[src/rtl/kangaroo_rom_pkg.sv]
// Shared constants and FSM encoding for the 2732 EPROM fetch path.
package kangaroo_rom_pkg;

  localparam int ROM_DATA_W = 8;
  localparam int ROM_ADDR_W = 12;
  localparam logic [ROM_DATA_W-1:0] ROM_ERASED = 8'hFF;

  typedef enum logic [2:0] {
    IDLE,
    SETUP,
    ACCESS,
    CAPTURE,
    RECOVER,
    PREFETCH
  } fetch_state_t;

endpackage

[src/rtl/rom_bank_select.sv]
// Bank index + enable to active-low one-hot chip-enable vector.
module rom_bank_select
  import kangaroo_rom_pkg::*;
#(
  parameter  int NUM_ROMS = 4,
  localparam int BANK_W   = (NUM_ROMS > 1) ? $clog2(NUM_ROMS) : 1
) (
  input  logic [BANK_W-1:0]   bank,
  input  logic                en,
  output logic [NUM_ROMS-1:0] e_n
);

  for (genvar i = 0; i < NUM_ROMS; i++) begin : g_chip
    assign e_n[i] = ~(en && (bank == BANK_W'(i)));
  end

endmodule

[src/rtl/rom_fetch_sequencer.sv]
// Byte-read sequencer for a bank of 2732 EPROMs: decode, paced E/G timing, capture of ROM_Q.
// Define ROM_PREFETCH_EN to add a one-entry sequential prefetch buffer.
module rom_fetch_sequencer
  import kangaroo_rom_pkg::*;
#(
  parameter  int NUM_ROMS      = 4,
  parameter  int ACCESS_CYCLES = 3,
  parameter  int TURN_CYCLES   = 1,
  localparam int ADDR_W        = ROM_ADDR_W + $clog2(NUM_ROMS)
) (
  input  logic                  CLK,
  input  logic                  RST,
  input  logic                  REQ,
  input  logic [ADDR_W-1:0]     ADDR,
  output logic                  ACK,
  output logic                  BUSY,
  output logic [ROM_DATA_W-1:0] DOUT,
  output logic                  DVALID,
  output logic [ROM_ADDR_W-1:0] ROM_A,
  output logic [NUM_ROMS-1:0]   ROM_E_N,
  output logic                  ROM_G_N,
  input  logic [ROM_DATA_W-1:0] ROM_Q
);

  localparam int BANK_W  = (NUM_ROMS > 1) ? $clog2(NUM_ROMS) : 1;
  localparam int CNT_MAX = (ACCESS_CYCLES > TURN_CYCLES) ? ACCESS_CYCLES : TURN_CYCLES;
  localparam int CNT_W   = (CNT_MAX > 1) ? $clog2(CNT_MAX) : 1;
  localparam logic [CNT_W-1:0] ACC_LD  = CNT_W'(ACCESS_CYCLES - 1);
  localparam logic [CNT_W-1:0] TURN_LD = CNT_W'((TURN_CYCLES > 0) ? TURN_CYCLES - 1 : 0);

  fetch_state_t            state, state_nxt;
  logic [ADDR_W-1:0]       a_q;
  logic [CNT_W-1:0]        cnt;
  logic [ROM_DATA_W-1:0]   dout_q;
  logic [BANK_W-1:0]       bank;
  logic                    sel_en;

`ifdef ROM_PREFETCH_EN
  logic                    pf_run;
  logic                    pf_valid;
  logic [ROM_DATA_W-1:0]   pf_data;
  logic [ADDR_W-1:0]       pf_addr;
  logic                    hit;
  logic                    post;
  logic                    pf_start;

  assign hit  = pf_valid && (ADDR == pf_addr);
  // Last cycle of an access sequence (end of RECOVER, or CAPTURE when there is no turnaround).
  assign post = (state == CAPTURE && TURN_CYCLES == 0) || (state == RECOVER && cnt == '0);
  assign pf_start = (state == PREFETCH) || (post && !pf_run && !REQ);
`endif

  assign ACK   = REQ && (state == IDLE) && !RST;
  assign BUSY  = (state != IDLE);
  assign DOUT  = dout_q;
  assign ROM_A = a_q[ROM_ADDR_W-1:0];

  // State register
  always_ff @(posedge CLK) begin
    if (RST) state <= IDLE;
    else     state <= state_nxt;
  end

  // Next-state logic
  always_comb begin
    state_nxt = state;
    unique case (state)
      IDLE: begin
`ifdef ROM_PREFETCH_EN
        if (REQ) state_nxt = hit ? PREFETCH : SETUP;
`else
        if (REQ) state_nxt = SETUP;
`endif
      end
      SETUP:   state_nxt = ACCESS;
      ACCESS:  if (cnt == '0) state_nxt = CAPTURE;
      CAPTURE: state_nxt = (TURN_CYCLES == 0) ? IDLE : RECOVER;
      RECOVER: if (cnt == '0) state_nxt = IDLE;
      default: state_nxt = IDLE;
    endcase
`ifdef ROM_PREFETCH_EN
    if (pf_start) state_nxt = SETUP;
`endif
  end

  // Datapath: address latch, timing counter, capture registers
  always_ff @(posedge CLK) begin
    if (RST) begin
      a_q    <= '0;
      cnt    <= '0;
      dout_q <= ROM_ERASED;
`ifdef ROM_PREFETCH_EN
      pf_run   <= 1'b0;
      pf_valid <= 1'b0;
      pf_data  <= ROM_ERASED;
      pf_addr  <= '0;
`endif
    end else begin
      if (ACK) a_q <= ADDR;

      if (state == SETUP)
        cnt <= ACC_LD;
      else if (state == CAPTURE)
        cnt <= TURN_LD;
      else if ((state == ACCESS || state == RECOVER) && cnt != '0)
        cnt <= cnt - CNT_W'(1);

      if (state == ACCESS && cnt == '0) begin
`ifdef ROM_PREFETCH_EN
        if (pf_run) begin
          pf_data  <= ROM_Q;
          pf_addr  <= a_q;
          pf_valid <= 1'b1;
        end else begin
          dout_q <= ROM_Q;
        end
`else
        dout_q <= ROM_Q;
`endif
      end

`ifdef ROM_PREFETCH_EN
      if (ACK && hit) dout_q <= pf_data;
      if (post) pf_run <= 1'b0;
      // Address wraps naturally at 2^ADDR_W.
      if (pf_start) begin
        a_q    <= a_q + ADDR_W'(1);
        pf_run <= 1'b1;
      end
`endif
    end
  end

  // Output decode
  always_comb begin
    sel_en  = 1'b0;
    ROM_G_N = 1'b1;
    DVALID  = 1'b0;
    unique case (state)
      SETUP:  sel_en = 1'b1;
      ACCESS: begin
        sel_en  = 1'b1;
        ROM_G_N = 1'b0;
      end
`ifdef ROM_PREFETCH_EN
      CAPTURE:  DVALID = !pf_run;
`else
      CAPTURE:  DVALID = 1'b1;
`endif
      PREFETCH: DVALID = 1'b1;
      default: ;
    endcase
  end

  if (NUM_ROMS > 1) begin : g_bank
    assign bank = a_q[ADDR_W-1:ROM_ADDR_W];
  end else begin : g_nobank
    assign bank = '0;
  end

  rom_bank_select #(.NUM_ROMS(NUM_ROMS)) u_sel (
    .bank (bank),
    .en   (sel_en),
    .e_n  (ROM_E_N)
  );

endmodule

[config.mk]
export PLATFORM = sky130hd
export DESIGN_NAME = rom_fetch_sequencer
export DESIGN_NICKNAME = d
export VERILOG_FILES = /design/src/rtl/kangaroo_rom_pkg.sv /design/src/rtl/rom_bank_select.sv /design/src/rtl/rom_fetch_sequencer.sv
export SDC_FILE = /design/constraint.sdc
export NUM_CORES = 1
export LEC_CHECK = 0
export ABC_AREA = 1
export BUFFER_PORTS_ARGS = -buffer_cell sky130_fd_sc_hd__buf_4
export CORE_MARGIN = 4
export CORE_UTILIZATION = 30
export CTS_CLUSTER_DIAMETER = 150
export DETAILED_ROUTE_END_ITERATION = 12
export PLACE_DENSITY = 0.6
export SLEW_MARGIN = 20
export SYNTH_ARGS = -nofsm -noshare
export SYNTH_HDL_FRONTEND = slang
export SYNTH_SLANG_ARGS = --single-unit
[constraint.sdc]
create_clock -name CLK -period 1.5 [get_ports CLK]
set_input_delay 0.3 -clock CLK [delete_from_list [all_inputs] [get_ports CLK]]
set_output_delay 0.3 -clock CLK [all_outputs]
set_load 0.005 [all_outputs]
### Word level (Yosys, flattened, before mapping)

Cells that the tools add are included.

| cells by class | value |
|---|---|
| reduce and logical (&&, ||, !) cells | 20 |
| equal/unequal tests | 11 |
| add/sub/neg operators | 1 |
| multiplexer cells | 10 |
| bitwise operators | 4 |

Operator list:

| operator | number |
|---|---|
| one-hot mux 3 bit (5 select lines) | 1 |
| 2-to-1 mux 3 bit | 3 |
| logical AND 1 bit | 8 |
| equality test 3 x 2 -> 1 bit (second input constant) | 2 |
| equality test 3 bit (second input constant) | 2 |
| 2-to-1 mux 2 bit | 3 |
| inequality test 2 bit (second input constant) | 3 |
| nonzero test 3 bit | 2 |
| equality test 2 bit (second input constant) | 2 |
| zero test 2 bit | 2 |
| inverter 1 bit | 4 |
| OR reduction 2 bit | 2 |
| equality test 3 x 1 -> 1 bit (second input constant) | 1 |
| zero test 3 bit | 1 |
| 2-to-1 mux 1 bit | 3 |
| AND reduction 3 bit | 1 |
| OR reduction 3 bit | 1 |
| equality test 2 x 1 -> 1 bit (second input constant) | 1 |
| nonzero test 2 bit | 1 |
| subtractor 2 x 1 -> 2 bit (second input constant) | 1 |
| zero test 1 bit | 1 |
| logical OR 1 bit | 1 |

| word-level totals | value |
|---|---|
| output and inout bits | 28 |
| flip-flop bits (word level) | 27 |
| logic and storage cells | 51 |
| input port bits | 25 |

### Longest topological paths before layout

| logic depth | value |
|---|---|
| word-level depth | 6 |
| depth in mapped cells | 9 |

### Modules after synthesis

From an unflattened synthesis, not the netlist that was laid out.

| unflattened totals | value |
|---|---|
| cell total of the unflattened synthesis | 161 |
| area total of the unflattened synthesis | 1251.2 sq um |

By module, submodules not included:

| module | area each (sq um) | cells an instance | seq. area each (sq um) | times used |
|---|---|---|---|---|
| rom_fetch_sequencer | 1221.2 | 154 | 540.5 | 1 |
| rom_bank_select | 30.0 | 7 | 0.0 | 1 |

### Least setup slack after synthesis

OpenSTA, ideal clock, no wires.

| timing | value |
|---|---|
| path kind | register -> output |
| start point | reg state[1] |
| end point | out ACK |
| arrival | 0.970 ns |
| data required time | 1.200 ns |
| buffers on the path | 2 |
| cell stages (with the launch flop) | 6 |
| slack | 0.230 ns |
| path through | dfxtp_1 > buf_2 > inv_1 > nand2_4 > buf_2 > nor3_1 |

| on the way | value |
|---|---|
| longest elaborated chain between the ends | 3 |

RTL lines:

| element | RTL line | source |
|---|---|---|
| start: declaration | rom_fetch_sequencer.sv:31 | `fetch_state_t state, state_nxt;` |
| start signal: assignment | rom_fetch_sequencer.sv:61 | `else state <= state_nxt;` |
| zero test 3 bit | rom_fetch_sequencer.sv:53 | `assign ACK = REQ && (state == IDLE) && !RST;` |
| logical AND 1 bit (2 in series) | rom_fetch_sequencer.sv:53 |  |
| end: declaration | rom_fetch_sequencer.sv:15 | `output logic ACK,` |

No other way between the ends.

### Worst setup path after layout

| timing | value |
|---|---|
| start point | reg state[0] |
| end point | out ACK |

Same word-level chain as after synthesis.

==> impl_metrics.py <==
metrics = {
    "power": {
        "finalPower_mw": 1.73,
        "powerDensity_nw_per_um2": 979,
        "ir_drop_mv": 0.560,
        "leakage_nw": 0.844,
    },
    "timing": {
        "fin_skew_ns": 0.00835,
        "worst_slew_pin_slew_ns": 0.214,
        "setup_tns_ns": -0.141,
        "fmax_ghz": 0.644,
        "period_share_pct": 104,
        "drv_slew": 0,
        "holdWs_ns": 0.220,
        "finalSetupViolations": 6,
        "rsz0062_at_grt": "true",
        "setup_slack_ns": -0.0531,
        "hold_violations": 0,
        "relSlewSlack_pct": 85.7,
        "fin_crit_ns": 1.55,
    },
    "clock_tree": {
        "cts_max_level": 1,
        "ctsHoldBuffers": 0,
        "cts-root-buf": "clkbuf_8",
        "cts_buffer_depth": 2,
        "cts_tree": "built",
        "clkSinkCount": 27,
        "clock_latency_ns": 0.27,
        "path_clk_slew_ns": 0.09,
        "cts_inserted_buffers": 3,
    },
    "yosys": {
        "syn_nets": 184,
        "yosys.area.top_type": "dfxtp_1",
        "synth_seq_cells": 27,
        "yosysMostFrequentCell": "dfxtp_1",
        "syn-instance-count": 158,
        "synth_ff_type": "dfxtp_1",
        "syn_area_um2": 1190,
        "ys_top_cells_by_count": "dfxtp_1 (27), nand2_1 (24), nor2_1 (19)",
        "synth_enable_flop_cells": 0,
        "synth_sequential_area_ratio_pct": 45.3,
        "synth.distinct_cells": 18,
        "yosysWarnings": 0,
        "synth.avg_cell_area_um2": 7.55,
        "synth_area_leaders": "dfxtp_1 (45%), buf_4 (7.5%), nand2_1 (7.5%)",
        "synth_top_area_share_pct": 45.3,
        "async_reset_ff_share_pct": 0,
    },
    "cells_and_area": {
        "syn2layout_area_growth_pct": 47.8,
        "fillers": 402,
        "layout-drive-gt1-share_pct": 41.0,
        "layout.nets": 237,
        "n_antenna_cell": 0,
        "finish.utilization_pct": 47.1,
        "multi_input_area_um2": 532,
        "seq_area_um2": 549,
    },
    "critical_path": {
        "path_class": "flip-flop to primary output",
        "endpoint_kind": "primary output",
        "path_cells": "nor2_4 > buf_12 > nand2_8 > nor3_4 > buf_4",
        "r2r_slack_ns": 0.10,
        "path_max_fanout": 5,
        "crit_start": "state[0]",
        "endpoint": "ACK",
        "cp_data_arrival_time_ns": 1.25,
        "worstPathRequired_ns": 1.20,
        "slowest_stage": "dfxtp_4",
        "critical-path-max-stage-delay_ns": 0.38,
        "reg2reg_to": "a_q[6]",
        "reg2regPathDepth": 8,
        "worstSetupStartpointType": "flip-flop",
        "r2r_start": "state[0]",
    },
    "grt": {
        "grt_use_total_pct": 12.0,
        "grt_start_max_net_pins": 17,
        "antenna_found_initial": 0,
        "overflow": 0,
        "grt_pass1_vias": 1109,
        "grt_pass1_wl_um": 4970,
    },
    "floorplan": {
        "rows": 22,
        "core_um2": 3740,
        "ios": 53,
        "initial_utilization_pct": 31.9,
        "chipWidth_um": 71.1,
        "chipHeight_um": 71.1,
        "dieArea_um2": 5050,
    },
    "min_path": {
        "hold_path_class": "input port to flip-flop",
    },
    "route": {
        "drt-initial-drc-count": 22,
        "dr.pass1.iters": 4,
        "drc": 0,
        "drt-wirelength-per-cell_um": 11.6,
        "num_vias": 1168,
        "ant_nets": 0,
        "totalWireLength_um": 2990,
        "viasPerCell": 4.53,
    },
    "run_status": {
        "status": "finished, violations left",
        "violations": "negative setup slack",
    },
    "job": {
        "max-cap-violations": 0,
    },
    "place": {
        "portBuffers": 52,
        "dp_hpwl_um": 2180,
        "dpl_worst_slack_ns": 0.0796,
        "place_congestion": 0.909,
    },
}
## metal layers
layer	vias to the layer above	share of wire, %	GRT usage (%)
li1	606	-	-
met1	510	43	15.3
met2	48	45	18.9
met3	4	11	4.83
met4	0	0.84	2.92
met5	-	0	0
## report_power, final
part,internal (mW),switching (mW)
logic,0.267,0.224
clock network,0.186,0.216
registers,0.787,0.0472
## sequential cells by signal (all words and copies together), names as in the netlist
register,count
a_q,14
cnt,2
DOUT,8
state,3
## what timing repair did
item                                    4_1_cts  5_1_grt
pin swaps                                     4        4
setup buffers                                 6        5
endpoints found under the setup margin        7        8
resized for setup                            15        5
cloned                                        0        0
## through the flow
step,cells,instance area [µm²]
detailed placement,243,1540
global placement,243,1540
CTS,253,1680
finish,258,1760
global route,258,1760
floorplan,158,1190
## cell families after synthesis
family,Yosys count,synth area share (%)
buf+inv,31,14.4
flops,27,45.3
compound gates,20,8.70
simple gates,79,30.6
fa+ha+maj,1,1.05
## cell usage in the layout (no fill, tap or decap), types with 3 or more instances in the layout
cell and count:
nor2_1 18, nor2_4 3, inv_1 11, dfxtp_1 24, o21ai_1 10, nand2_1 21, nand3_1 15, a21oi_1 4
nor3_1 14, clkbuf_8 3, o21ai_0 5, buf_4 62, nand3_2 3
## area by class of cell
cell class                      instances  area share, %
Clock buffer                            3           2.34
Clock inverter                          1          0.284
Sequential cell                        27           31.1
Tap cell                               48           3.40
Multi-Input combinational cell        100           30.1
Inverter                               13           2.77
Timing Repair Buffer                   66           29.9
## critical path, delay by kind of cell (launching register included)
kind	cells	cell delay [ns]
and+or+nand+nor	3	0.34
buffers and inverters	2	0.26
DFF	1	0.38
## how the worst min path moves through the flow
stage	start	to	slack, ns	cells past startpoint
2_1_floorplan	RST	state[1]	0.37	1
3_3_place_gp	DOUT[3]	DOUT[3]	0.46	2
3_5_place_dp	DOUT[6]	DOUT[6]	0.46	2
4_1_cts	RST	state[2]	0.21	2
5_1_grt	ROM_Q[4]	DOUT[4]	0.22	3
6_report	ROM_Q[2]	DOUT[2]	0.22	3
Power figures use the tool's default switching activity.
